File: config.mk
export PLATFORM = sky130hd
export DESIGN_NAME = uart_rx_fifo
export DESIGN_NICKNAME = d
export VERILOG_FILES = /design/src/rtl/uart_rx_fifo.sv
export SDC_FILE = /design/constraint.sdc
export NUM_CORES = 1
export LEC_CHECK = 0
export CAP_MARGIN = 20
export CELL_PAD_IN_SITES_DETAIL_PLACEMENT = 1
export CELL_PAD_IN_SITES_GLOBAL_PLACEMENT = 1
export CORE_UTILIZATION = 50
export DETAILED_ROUTE_END_ITERATION = 7
export DONT_BUFFER_PORTS = 1
export GPL_ROUTABILITY_DRIVEN = 0
export MAX_ROUTING_LAYER = met4
export PLACE_DENSITY = 0.72
export SYNTH_ARGS = -nofsm -noshare
export SYNTH_HDL_FRONTEND = slang
export SYNTH_SLANG_ARGS = --single-unit
File: constraint.sdc
create_clock -name clk -period 7.55 [get_ports clk]
set_input_delay 1.51 -clock clk [delete_from_list [all_inputs] [get_ports clk]]
set_output_delay 1.51 -clock clk [all_outputs]
set_load 0.01 [all_outputs]
File: src/rtl/uart_rx_fifo.sv
// uart_rx_fifo
//   Receive-side byte FIFO sitting between a UART receiver and a bus
//   interface. The FIFO always accepts the receiver's hand-off. When it is
//   full, the byte is dropped and a sticky overrun flag is set. It also
//   provides a level-threshold interrupt and an optional character-timeout
//   interrupt.
//
//   Optional feature macro: UART_RX_FIFO_TIMEOUT_EN
//     When it is defined, the character-timeout counter and interrupt are
//     built. When it is undefined, timeout_irq_o is tied low.
//
// Parameters
//   DEPTH           FIFO entries; must be a power of two and at least 2
//   TIMEOUT_CYCLES  idle clk cycles with data held before timeout_irq_o
//
// Ports
//   clk            clock; all logic runs on its rising edge
//   rst            synchronous reset, active low
//   cfg_en_i       UART enable; while low, the FIFO is flushed and held empty
//   in_data_i      received byte
//   in_valid_i     in_data_i is valid
//   in_ready_o     byte accepted or dropped this cycle (equals cfg_en_i)
//   rd_en_i        pop strobe from the bus side
//   rd_data_o      head entry, first-word fall-through
//   empty_o        level is 0
//   full_o         level equals DEPTH
//   level_o        number of stored entries
//   thresh_i       threshold for the level interrupt (0 disables it)
//   thresh_irq_o   registered: level_o >= thresh_i
//   overrun_o      sticky; a byte was dropped
//   clr_overrun_i  clears overrun_o
//   timeout_irq_o  character-timeout interrupt
module uart_rx_fifo #(
  parameter int DEPTH          = 16,
  parameter int TIMEOUT_CYCLES = 4000
) (
  input  logic                         clk,
  input  logic                         rst,
  input  logic                         cfg_en_i,
  input  logic [7:0]                   in_data_i,
  input  logic                         in_valid_i,
  output logic                         in_ready_o,
  input  logic                         rd_en_i,
  output logic [7:0]                   rd_data_o,
  output logic                         empty_o,
  output logic                         full_o,
  output logic [$clog2(DEPTH):0]       level_o,
  input  logic [$clog2(DEPTH):0]       thresh_i,
  output logic                         thresh_irq_o,
  output logic                         overrun_o,
  input  logic                         clr_overrun_i,
  output logic                         timeout_irq_o
);

  localparam int AW = $clog2(DEPTH);

  if (DEPTH < 2 || (DEPTH & (DEPTH - 1)) != 0) begin : g_bad_depth
    $error("uart_rx_fifo: DEPTH must be a power of two and at least 2");
  end
  if (TIMEOUT_CYCLES < 1) begin : g_bad_timeout
    $error("uart_rx_fifo: TIMEOUT_CYCLES must be at least 1");
  end

  logic [7:0]    mem [DEPTH];
  logic [AW-1:0] wr_ptr;
  logic [AW-1:0] rd_ptr;
  logic [AW:0]   level;
  logic          do_push;
  logic          do_pop;
  logic          drop;

  assign in_ready_o = cfg_en_i;
  assign level_o    = level;
  assign empty_o    = (level == '0);
  assign full_o     = (level == (AW + 1)'(DEPTH));
  assign rd_data_o  = mem[rd_ptr];

  // When the FIFO is full and a pop happens in the same cycle, the freed
  // slot takes the incoming byte. The write lands on the slot being popped,
  // and that slot is read combinationally before the edge.
  assign do_pop  = cfg_en_i & rd_en_i & ~empty_o;
  assign do_push = cfg_en_i & in_valid_i & (~full_o | rd_en_i);
  assign drop    = cfg_en_i & in_valid_i & full_o & ~rd_en_i;

  always_ff @(posedge clk) begin
    if (do_push) mem[wr_ptr] <= in_data_i;
  end

  always_ff @(posedge clk) begin
    if (!rst || !cfg_en_i) begin
      wr_ptr <= '0;
      rd_ptr <= '0;
      level  <= '0;
    end else begin
      if (do_push) wr_ptr <= wr_ptr + 1'b1;
      if (do_pop)  rd_ptr <= rd_ptr + 1'b1;
      case ({do_push, do_pop})
        2'b10:   level <= level + 1'b1;
        2'b01:   level <= level - 1'b1;
        default: level <= level;
      endcase
    end
  end

  // Setting overrun wins over clearing it. The flag also holds its value
  // while the UART is disabled.
  always_ff @(posedge clk) begin
    if (!rst) begin
      overrun_o <= 1'b0;
    end else if (drop) begin
      overrun_o <= 1'b1;
    end else if (clr_overrun_i && cfg_en_i) begin
      overrun_o <= 1'b0;
    end
  end

  always_ff @(posedge clk) begin
    if (!rst) begin
      thresh_irq_o <= 1'b0;
    end else begin
      thresh_irq_o <= (thresh_i != '0) && (level >= thresh_i);
    end
  end

`ifdef UART_RX_FIFO_TIMEOUT_EN
  localparam int TW = $clog2(TIMEOUT_CYCLES + 1);

  logic [TW-1:0] to_cnt;
  logic          to_irq;

  // Down-counter reloaded on any activity. The last idle decrement raises
  // the interrupt, and the counter then parks at zero.
  always_ff @(posedge clk) begin
    if (!rst) begin
      to_cnt <= '0;
      to_irq <= 1'b0;
    end else if (!cfg_en_i || empty_o || do_push || do_pop) begin
      to_cnt <= TW'(TIMEOUT_CYCLES);
      to_irq <= 1'b0;
    end else if (to_cnt == TW'(1)) begin
      to_cnt <= '0;
      to_irq <= 1'b1;
    end else if (to_cnt != '0) begin
      to_cnt <= to_cnt - 1'b1;
    end
  end

  assign timeout_irq_o = to_irq;
`else
  assign timeout_irq_o = 1'b0;
`endif

endmodule

# == Word level (Yosys, flattened, before mapping) ==
# Memories as Yosys holds them, arrays and structs flattened. A register that Yosys moved wholly into a read port is not among the register bits.
# Index checks and enable logic that the tools add are counted.
# Widths: inputs -> output; s select.
# totals
reg_bits,15
mem_bits_rw,128
out_inout_bits,19
elab_cells,40
memories,1
# op_classes
addsub,4
order_cmp,1
n_eq_ne,3
n_mux,7
bitwise_logic,10
n_reduce_logical,9
# memory_table
name,depth,width,rd,rd_ports_with_merged_regs,wr,line,source
mem,16,8,1,1,1,64,logic [7:0] mem [DEPTH];
# ops
operator,count
$pmux 5 s2,1
$add 4x1->4 const B,2
$mux 4,2
$and 1x1->1,6
$add 5x1->5 const B,1
$eq 5x5->1 const B,1
$ge 5x5->1,1
$logic_not 5->1,1
$reduce_bool 5->1,1
$sub 5x1->5 const B,1
$mux 1,4
$reduce_bool 2->1,2
$not 1->1,3
$eq 2x1->1 const B,1
$eq 2x2->1 const B,1
$logic_and 1x1->1,2
$logic_not 1->1,2
$logic_or 1x1->1,1
$or 1x1->1,1

# == Logic depth before layout (Yosys ltp) ==
# Gate-level depths: netlist (run 1).
# logic_depth
word_depth,6
depth_mapped,13

# == Least setup slack after synthesis (run 1) ==
# Ideal clock, no wire load.
# synth_timing
path_type,input to register
startpoint,input port in_valid_i
endpoint,"register level[4], in the netlist level_o[4]"
setup_ps,122
arrival_time_ps,3784
required_time_ps,7428
path_slack_ps,3644
stages,12
n_path_buf,2
cell_sequence,nand2_1 > a31oi_2 > clkbuf_1 > inv_1 > ha_1 > clkbuf_1 > xor2_1 > ha_1 > and4b_1 > a211oi_1 > mux2i_1 > a311o_1
# synth_via
elab_chain_cells,4
# synth_lines
element,line,source
"start, declared",41,"input logic in_valid_i,"
$and 1x1->1 (*) (2 in series),82,assign do_push = cfg_en_i & in_valid_i & (~full_o | rd_en_i);
$eq 2x1->1 or $eq 2x2->1 (tied branches),97,"case ({do_push, do_pop})"
$pmux 5 s2 or $reduce_bool 2->1 (tied branches),n/a,
"end signal, assigned",98,2'b10: level <= level + 1'b1;
"end signal, assigned",99,2'b01: level <= level - 1'b1;
"end signal, assigned",100,default: level <= level;
"end, declared",67,logic [AW:0] level;
# Mark *: on every way between the ends. The rest lies on a longest branch, timed or not.
# A chain may end at the register's enable or synchronous reset.

==> reports/metrics.cfg, run 1 <==
[setup_path]
crit_required_ns=6.04
cp_cell_sequence=buf_4, mux4_2, a22oi_1, nand2_1
ff2ff_setup_slack_ns=4.20
cp-end-kind=output pin
cp-start-kind=flop
cpPeakStageDelay_ns=0.59
path_class=reg2out
path_delay_family=multiplexers
arrival_ns=2.33
path_max_fanout=32
cp_slowest_cell=mux4_2
crit_buf_inv=1

[yosys]
synth_top_cell_by_area=edfxtp_1
synthDominantCellAreaShare_pct=63.2
synth_fp_nets=383
synth.cell_area_mm2=0.00608
yosys_warnings=0
synth_async_sr_flop_share_pct=0
syn_area_per_cell_um2=17.4
syn_inst=350
yosysSeqAreaShare_pct=69.5
ys_top_cells_by_count=edfxtp_1, mux4_2, dfxtp_1
synth.distinct_cells=49
synth_edf_count=128
yosysMostFrequentCell=edfxtp_1
synthTopCellsByArea=edfxtp_1, mux4_2, dfxtp_1
synth_seq_cells=147
synth-main-ff-cell=edfxtp_1

[timing]
rsz0062_at_grt=no
fmax_mhz=261
post-route-period-util_pct=50.8
drv_slew=0
relSlewSlack_pct=42.8
clock_skew_ns=0.0126
period_needed_ns=3.84
final.setup.tns_ns=0
finalHoldViolCount=0
worstMarginPinSlew_ns=0.856
finalSetupViolCount=0
holdWs_ns=0.496

[min_path]
min_path_type=reg2reg

[global_route]
grt_pass1_wl_um=18200
grt_max_degree=33
grt_pass1_vias=3270
grt_usage_pct=21.0
antenna_found_initial=0
overflow=0

[route]
ant_nets=0
routed_wl_um=11900
dr.first_iter.drc_count=226
wl_per_cell_um=23.4
vias_per_cell=6.01
drtPass1Iterations=6
num_vias=3051
drcViolationCount=2

[finish]
fin_area_mm2=0.00674
nets=385
stdcell_count=508
postLayoutCoreUtil_pct=58.0
drive_gt1_share_pct=18.6
syn_to_final_growth_pct=10.8
n_fill_cell=1062
diodes=0

[floorplan]
rows=39
io_pins=38
dieHeight_um=112
dieWidth_um=112
coreArea_mm2=0.0116
die_area_mm2=0.0126
start_util_pct=52.3

[clock_tree]
cts_tree=done
cts_hold_buffers=0
cts_root_buf=clkbuf_16
insertion_delay_ns=0.42
cts_setup_buffers=0
cts_buffers=17
clk_transition_reported_paths_ns=0.06
cts.repair.resized=0
htree_levels=4
clkSinkCount=147
clk_path_buf_depth=2

[outcome]
violations=design-rule violations
status=complete, but fails checks

[pwr]
p_leak_nw=2.27
peakVddDrop_mv=0.132
power.density_mw_per_mm2=251

[place]
placed_area_mm2=0.00619
port_buffers=0
place_hpwl_um=7560
dp.cells=476

[run]
cap_violations=0

## layout make-up
cell class                      instances  area [µm²]  area share, %
Tap cell                              143         179           2.66
Clock inverter                         14         120           1.78
Multi-Input combinational cell        169        1700           25.3
Inverter                               13        48.8          0.725
Clock buffer                           18         429           6.37
Timing Repair Buffer                    4        30.0          0.446
Sequential cell                       147        4230           62.7
## state kept, by name, indices dropped and copies added (netlist names), named ones only
register	flops
level_o	5
mem	128
overrun_o	1
rd_ptr	4
thresh_irq_o	1
wr_ptr	4
## worst paths after layout
check                                from                 endpoint  cells after the start
setup / recovery                     flop             rd_data_o[5]                      4
hold / removal     rd_ptr[3]$_SDFFE_PP0P_   rd_ptr[3]$_SDFFE_PP0P_                      2
setup reg to reg  level_o[1]$_SDFFE_PP0P_  level_o[4]$_SDFFE_PP0P_                     10
hold reg to reg    rd_ptr[3]$_SDFFE_PP0P_   rd_ptr[3]$_SDFFE_PP0P_                      2
## cell usage in the layout (no fill, tap or decap), types with 3 or more instances in the layout
master,n
o21ai_0,5
buf_4,4
nor2b_1,4
clkbuf_16,17
nand2_1,10
and3_1,14
dfxtp_1,18
inv_1,13
clkinv_2,5
xor2_1,6
mux4_2,32
nand3_1,5
edfxtp_1,128
ha_1,14
clkinv_1,5
o31ai_1,3
nor4_1,3
mux2i_1,3
nor2_1,14
a22oi_1,16
a21oi_1,6
or3_1,3
## cell families (layout without fill, tap and decap cells)
logic type | Yosys count | in the layout | synth area share (%)
DFF | 147 | 147 | 69.5
and+or+nand+nor | 68 | 68 | 6.34
AOI/OAI and AO/OA | 44 | 44 | 5.37
muxes | 35 | 35 | 12.4
buffers and inverters | 34 | 49 | 2.47
adders and majority gates | 14 | 14 | 2.88
xor gates and xnor gates | 7 | 7 | 1.01
other | 1 | 1 | 0.0617
## worst min-delay path: cells and delay by family, from the launching register on
family / cells / cell delay, ns
compound gates: 2 / 0.13
flops: 1 / 0.30
## layer usage
metal / track usage [%] / up-vias / part of all wire [%]
met5: - / - / 0
met4: 7.20 / 0 / 1.2
met3: 5.67 / 10 / 3.9
met2: 36.0 / 65 / 53
met1: 24.0 / 1577 / 42
li1: - / 1399 / -
## per-stage QoR
stage          worst slack (ns)  power (mW)
3_5_place_dp               3.45       0.932
3_3_place_gp               3.55       0.931
6_report                   3.71        1.69
4_1_cts                    3.65        1.71
5_1_grt                    3.56        1.73
2_1_floorplan              3.64       0.927
## report_power, final
part           switching, mW  internal [mW]
Clock                  0.300          0.477
Sequential           0.00233          0.886
Combinational         0.0161         0.0100
Note: power is estimated with default switching activity, not from simulation.
==> run 2, diff against run 1 <==
--- a/config.mk
+++ b/config.mk
@@ -8,12 +8,12 @@
 export CAP_MARGIN = 20
 export CELL_PAD_IN_SITES_DETAIL_PLACEMENT = 1
 export CELL_PAD_IN_SITES_GLOBAL_PLACEMENT = 1
-export CORE_UTILIZATION = 50
+export CORE_UTILIZATION = 49
 export DETAILED_ROUTE_END_ITERATION = 7
 export DONT_BUFFER_PORTS = 1
 export GPL_ROUTABILITY_DRIVEN = 0
 export MAX_ROUTING_LAYER = met4
-export PLACE_DENSITY = 0.72
+export PLACE_DENSITY = 0.73
 export SYNTH_ARGS = -nofsm -noshare
 export SYNTH_HDL_FRONTEND = slang
 export SYNTH_SLANG_ARGS = --single-unit
==> constraint.sdc (replaced) <==
create_clock -name clk -period 3.3 [get_ports clk]
set_input_delay 0.66 -clock clk [delete_from_list [all_inputs] [get_ports clk]]
set_output_delay 0.66 -clock clk [all_outputs]
set_load 0.01 [all_outputs]
==> run 2 against run 1 <==
  * Cell count grew 6.1%
  * Sequential share of layout area shrank 1.4 points
  * The run now ends clean
  * Sequential power grew 130%
  * Sequential cell count is the same
  * Utilization shrank 0.92 points
  * Hold slack lost 0.17 ns
  * Clock power grew to 2.5 times the previous value
  * Critical endpoint is now level_o[4]$_SDFFE_PP0P_
==> reports/metrics.cfg, run 2 (synthesized netlist as in run 1, its figures left out) <==
[finish]
stdcell_count=539  ; +6.1%
mostFrequentLayoutCells=edfxtp_1, mux4_2, dfxtp_1
nets=391  ; +1.6%
diodes=0  ; unchanged
final_common_cell=edfxtp_1
largest_register=mem
n_fill_cell=1073  ; +1.0%
syn_to_final_growth_pct=13.3
drive_gt1_share_pct=21.6  ; +2.9 points
largest_reg_flops=128  ; unchanged

[timing]
finalHoldViolCount=0  ; unchanged
rsz0062_at_grt=no
clock_skew_ns=0.0110  ; -0.00160 ns
drv_slew=0  ; unchanged
worstMarginPinSlew_ns=0.946  ; +0.0894 ns
post-route-period-util_pct=91.4
finalSetupViolCount=0  ; unchanged
final.setup.tns_ns=0  ; unchanged
relSlewSlack_pct=36.8  ; -6.0 points
period_needed_ns=3.02
fmax_mhz=331

[route]
drtPass1Iterations=4  ; -2
routed_wl_um=13300  ; +12%
wl_per_cell_um=24.6  ; +5.4%
dr.first_iter.drc_count=240  ; +6.2%
drcViolationCount=0  ; -2
ant_nets=0  ; unchanged
num_vias=3161  ; +3.6%
vias_per_cell=5.86  ; -2.4%

[floorplan]
die_area_mm2=0.0129  ; +2.0%
start_util_pct=50.4  ; -1.9 points
dieHeight_um=113  ; +1.0%
dieWidth_um=113  ; +1.0%
rows=40  ; +2.6%
coreArea_mm2=0.0121  ; +3.9%
io_pins=38  ; unchanged

[place]
place_hpwl_um=8240  ; +9.0%
port_buffers=0  ; unchanged
dp.cells=507  ; +6.5%

[clock_tree]
clk_transition_reported_paths_ns=0.07  ; about the same
cts_hold_buffers=0  ; unchanged
cts.repair.resized=0  ; unchanged
cts_root_buf=clkbuf_16
cts_buffers=17  ; unchanged
cts_tree=done
clkSinkCount=147  ; unchanged
insertion_delay_ns=0.43  ; about the same
htree_levels=4  ; unchanged
cts_setup_buffers=0  ; unchanged
clk_path_buf_depth=2  ; unchanged

[global_route]
top_usage_layer=met2
overflow=0  ; unchanged
grtUsageMet1_pct=28.0  ; +3.9 points
grt_pass1_vias=3468  ; +6.1%
grt_usage_pct=23.6  ; +2.6 points
grt_pass1_wl_um=20400  ; +12%
antenna_found_initial=0  ; unchanged
grtUsageMet3_pct=6.37  ; +0.70 points
grt_max_degree=33  ; unchanged
use_met2_pct=38.8  ; +2.7 points

[pwr]
p_sw_share_pct=20.2  ; +1.4 points
power_frac_clock_pct=48.5  ; +2.6 points
finalPower_mw=4.07  ; +140%
power.density_mw_per_mm2=591  ; +140%
p_int_mw=3.24  ; +140%
peakVddDrop_mv=0.372  ; +180%
p_leak_nw=2.31  ; +1.9%
switchingPower_uw=821  ; +160%
seq_power_share_pct=49.9  ; -2.6 points
comb_power_share_pct=1.6  ; about the same

[min_path]
min_path_type=in2reg
min_path_cells=0  ; -2

[setup_path]
cp-start-kind=flop
arrival_ns=3.33  ; +1.00 ns
crit_required_ns=3.61  ; -2.43 ns
path_class=reg2reg
path_max_fanout=11  ; -66%
cp-end-kind=flop
worst_r2r_path_depth=10  ; unchanged

[run]
cap_violations=0  ; unchanged

[outcome]
status=finished, final reports clean

run 2: through the flow:
| stage | hold WS, ns | instance area, µm² | worst slack [ns] | util, % |
|---|---|---|---|---|
| global route | 0.306 | 6880 | 0.115 | 57.1 |
| floorplan | 0.459 | 6080 | 0.244 | - |
| global placement | 0.500 | 6270 | 0.391 | 52.0 |
| finish | 0.324 | 6880 | 0.283 | 57.1 |
| detailed placement | 0.529 | 6270 | 0.288 | 52.0 |
| CTS | 0.309 | 6880 | 0.268 | 57.1 |
run 2: worst max-delay path, cell delays in order (launching register included):
cell and delay [ns]:
dfxtp_1 0.31, or4_4 0.58, o211ai_4 0.24, inv_1 0.09, ha_1 0.33, xor2_1 0.20, ha_1 0.25, and4b_1 0.20
a211oi_1 0.26, mux2i_1 0.12, a311o_1 0.32
run 2: area by class of cell:
class	count	area (µm²)	area share, %
clock buffers	17	425	6.18
clock inverters	15	184	2.67
inverters	13	48.8	0.709
multi-input cells	169	1700	24.7
flip-flops and latches	147	4230	61.4
well taps	168	210	3.05
repair buffers	10	87.6	1.27
run 2: power by group through the flow:
stage	combinational (mW)	sequential, mW	clock (mW)
3_3_place_gp	0.0620	2.07	0
5_1_grt	0.0716	2.03	2.06
3_5_place_dp	0.0654	2.07	0
2_1_floorplan	0.0508	2.07	0
4_1_cts	0.0658	2.03	2.01
6_report	0.0643	2.03	1.97
run 2: path summary, 6_finish.rpt:
check                     startpoint                       to  slack (ns)
max          level_o[0]$_SDFFE_PP0P_  level_o[4]$_SDFFE_PP0P_        0.28
min                     in_data_i[4]      mem[8][4]$_DFFE_PP_        0.32
max reg2reg  level_o[0]$_SDFFE_PP0P_  level_o[4]$_SDFFE_PP0P_        0.28
min reg2reg   rd_ptr[3]$_SDFFE_PP0P_   rd_ptr[3]$_SDFFE_PP0P_        0.53
run 2: per-layer routing:
metal  routed length [µm]  vias to the layer above  part of all wire (%)
met2                 6780                      117                    51
met1                 5430                     1608                    41
met4                  206                        0                   1.6
met3                  857                       19                   6.5
li1                     -                     1417                     -
met5                    0                        -                     0
==> run 3, diff against run 2 <==
--- a/config.mk
+++ b/config.mk
@@ -8,6 +8,7 @@
 export CAP_MARGIN = 20
 export CELL_PAD_IN_SITES_DETAIL_PLACEMENT = 1
 export CELL_PAD_IN_SITES_GLOBAL_PLACEMENT = 1
+export CORE_MARGIN = 2
 export CORE_UTILIZATION = 49
 export DETAILED_ROUTE_END_ITERATION = 7
 export DONT_BUFFER_PORTS = 1
==> run 3 against run 2 <==
  * Clock-buffer cell count grew 4
  * Critical path depth is the same
  * First-iteration DRC count grew 44%
  * Clock skew shrank 0.00080 ns
  * Critical path type unchanged
  * Clock power shrank 7%
  * Routed wire length shrank 3.1%
  * Highest routed layer unchanged
  * Sequential share of layout area grew 0.38 points
  * Die area grew 3.6%
  * Cell count grew 0.19%
==> reports/metrics.cfg, run 3 (synthesized netlist as in run 1, its figures left out) <==
[run]
cap_violations=0  ; unchanged

[setup_path]
cp-end-kind=flop
arrival_ns=3.31  ; -0.02 ns
crit_required_ns=3.60  ; about the same
path_class=reg2reg
cp-start-kind=flop
path_max_fanout=11  ; unchanged

[pwr]
comb_power_share_pct=1.6  ; about the same
power_frac_clock_pct=46.6  ; -1.9 points
p_sw_share_pct=19.8  ; -0.43 points
peakVddDrop_mv=0.318  ; -14%
p_leak_nw=2.31  ; -0.13%
p_int_mw=3.15  ; -2.9%
switchingPower_uw=776  ; -5.5%
seq_power_share_pct=51.7  ; +1.8 points
power.density_mw_per_mm2=574  ; -2.8%

[finish]
n_fill_cell=1096  ; +2.1%
largest_register=mem
final_common_cell=edfxtp_1
multi_input_area_mm2=0.00170  ; unchanged
nets=392  ; +0.26%
syn_to_final_growth_pct=12.6
register_area_mm2=0.00423  ; unchanged
drive_gt1_share_pct=21.5  ; -0.058 points
mostFrequentLayoutCells=edfxtp_1, mux4_2, dfxtp_1
diodes=0  ; unchanged
largest_reg_flops=128  ; unchanged

[clock_tree]
cts_buffers=17  ; unchanged
htree_levels=4  ; unchanged
clkSinkCount=147  ; unchanged
cts.repair.resized=0  ; unchanged
clk_path_buf_depth=2  ; unchanged
clk_transition_reported_paths_ns=0.06  ; about the same
cts_hold_buffers=0  ; unchanged
cts_setup_buffers=0  ; unchanged
cts_root_buf=clkbuf_16
insertion_delay_ns=0.42  ; about the same
cts_tree=done

[floorplan]
io_pins=38  ; unchanged
coreArea_mm2=0.0121  ; unchanged
start_util_pct=50.4  ; unchanged
dieWidth_um=115  ; +1.8%
die_area_mm2=0.0133  ; +3.6%
dieHeight_um=115  ; +1.8%
rows=40  ; unchanged

[place]
port_buffers=0  ; unchanged
place_hpwl_um=8390  ; +1.8%

[timing]
relSlewSlack_pct=43.5  ; +6.7 points
post-route-period-util_pct=91.2  ; -0.23 points
drv_slew=0  ; unchanged
final.setup.tns_ns=0  ; unchanged
worstMarginPinSlew_ns=0.845  ; -0.100 ns
period_needed_ns=3.01  ; -0.00747 ns
finalSetupViolCount=0  ; unchanged
holdWs_ns=0.334  ; +0.00927 ns
fmax_mhz=332  ; +0.25%
clock_skew_ns=0.0102  ; -0.000795 ns
finalHoldViolCount=0  ; unchanged
rsz0062_at_grt=no

[global_route]
grt_usage_pct=22.1  ; -1.5 points
grtUsageMet1_pct=27.8  ; -0.14 points
grt_pass1_wl_um=20200  ; -1.1%
grt_pass1_vias=3432  ; -1.0%
antenna_found_initial=0  ; unchanged
grtUsageMet3_pct=6.48  ; +0.11 points
overflow=0  ; unchanged
grt_max_degree=33  ; unchanged
top_usage_layer=met2
use_met2_pct=35.0  ; -3.8 points

[route]
drtPass1Iterations=4  ; unchanged
dr.first_iter.drc_count=346  ; +44%
routed_wl_um=12900  ; -3.1%
ant_nets=0  ; unchanged
drcViolationCount=0  ; unchanged
num_vias=3144  ; -0.54%
vias_per_cell=5.82  ; -0.72%
wl_per_cell_um=23.8  ; -3.3%

[outcome]
status=finished, final reports clean

[min_path]
min_path_type=in2reg

run 3: routing by layer:
| layer | vias up | wire length [µm] | share of wire (%) |
|---|---|---|---|
| met5 | - | 0 | 0 |
| met4 | 0 | 144 | 1.1 |
| met3 | 13 | 870 | 6.8 |
| met2 | 97 | 6380 | 50 |
| met1 | 1613 | 5450 | 42 |
| li1 | 1421 | - | - |
run 3: worst paths after layout:
check | slack [ns] | to | startpoint | cells after the start
min | 0.33 | mem[4][4]$_DFFE_PP_ | in_data_i[4] | 0
max | 0.29 | level_o[4]$_SDFFE_PP0P_ | level_o[0]$_SDFFE_PP0P_ | 10
max reg2reg | 0.29 | level_o[4]$_SDFFE_PP0P_ | level_o[0]$_SDFFE_PP0P_ | 10
min reg2reg | 0.52 | rd_ptr[3]$_SDFFE_PP0P_ | rd_ptr[3]$_SDFFE_PP0P_ | 2
run 3: layout make-up:
type | instances | share of cell area [%]
repair buffers | 11 | 1.21
clock buffers | 21 | 6.88
clock inverters | 11 | 1.48
multi-input cells | 169 | 24.9
well taps | 168 | 3.07
inverters | 13 | 0.713
flip-flops and latches | 147 | 61.8
run 3: power groups by stage:
stage	Combinational [mW]	Sequential, mW	Clock [mW]
5_1_grt	0.0723	2.03	1.95
3_5_place_dp	0.0660	2.07	0
2_1_floorplan	0.0508	2.07	0
6_report	0.0644	2.03	1.83
3_3_place_gp	0.0630	2.07	0
4_1_cts	0.0659	2.03	1.86
run 3: critical path, stage by stage, from the launching register on:
cell and delay (ns):
dfxtp_1 0.31, or4_4 0.58, o211ai_4 0.24, inv_1 0.10, ha_1 0.33, xor2_1 0.20
ha_1 0.24, and4b_1 0.20, a211oi_1 0.25, mux2i_1 0.12, a311o_1 0.33
run 3: metrics by stage:
stage	cell area, µm²	setup WS, ns	utilization, %	std cells	total power [mW]
after CTS	6840	0.282	56.7	540	3.95
final	6840	0.290	56.7	540	3.93
after global routing	6840	0.120	56.7	540	4.05
after detailed placement	6270	0.308	52.0	508	2.14
after global placement	6270	0.387	52.0	508	2.13
after floorplan	6080	0.244	-	350	2.12
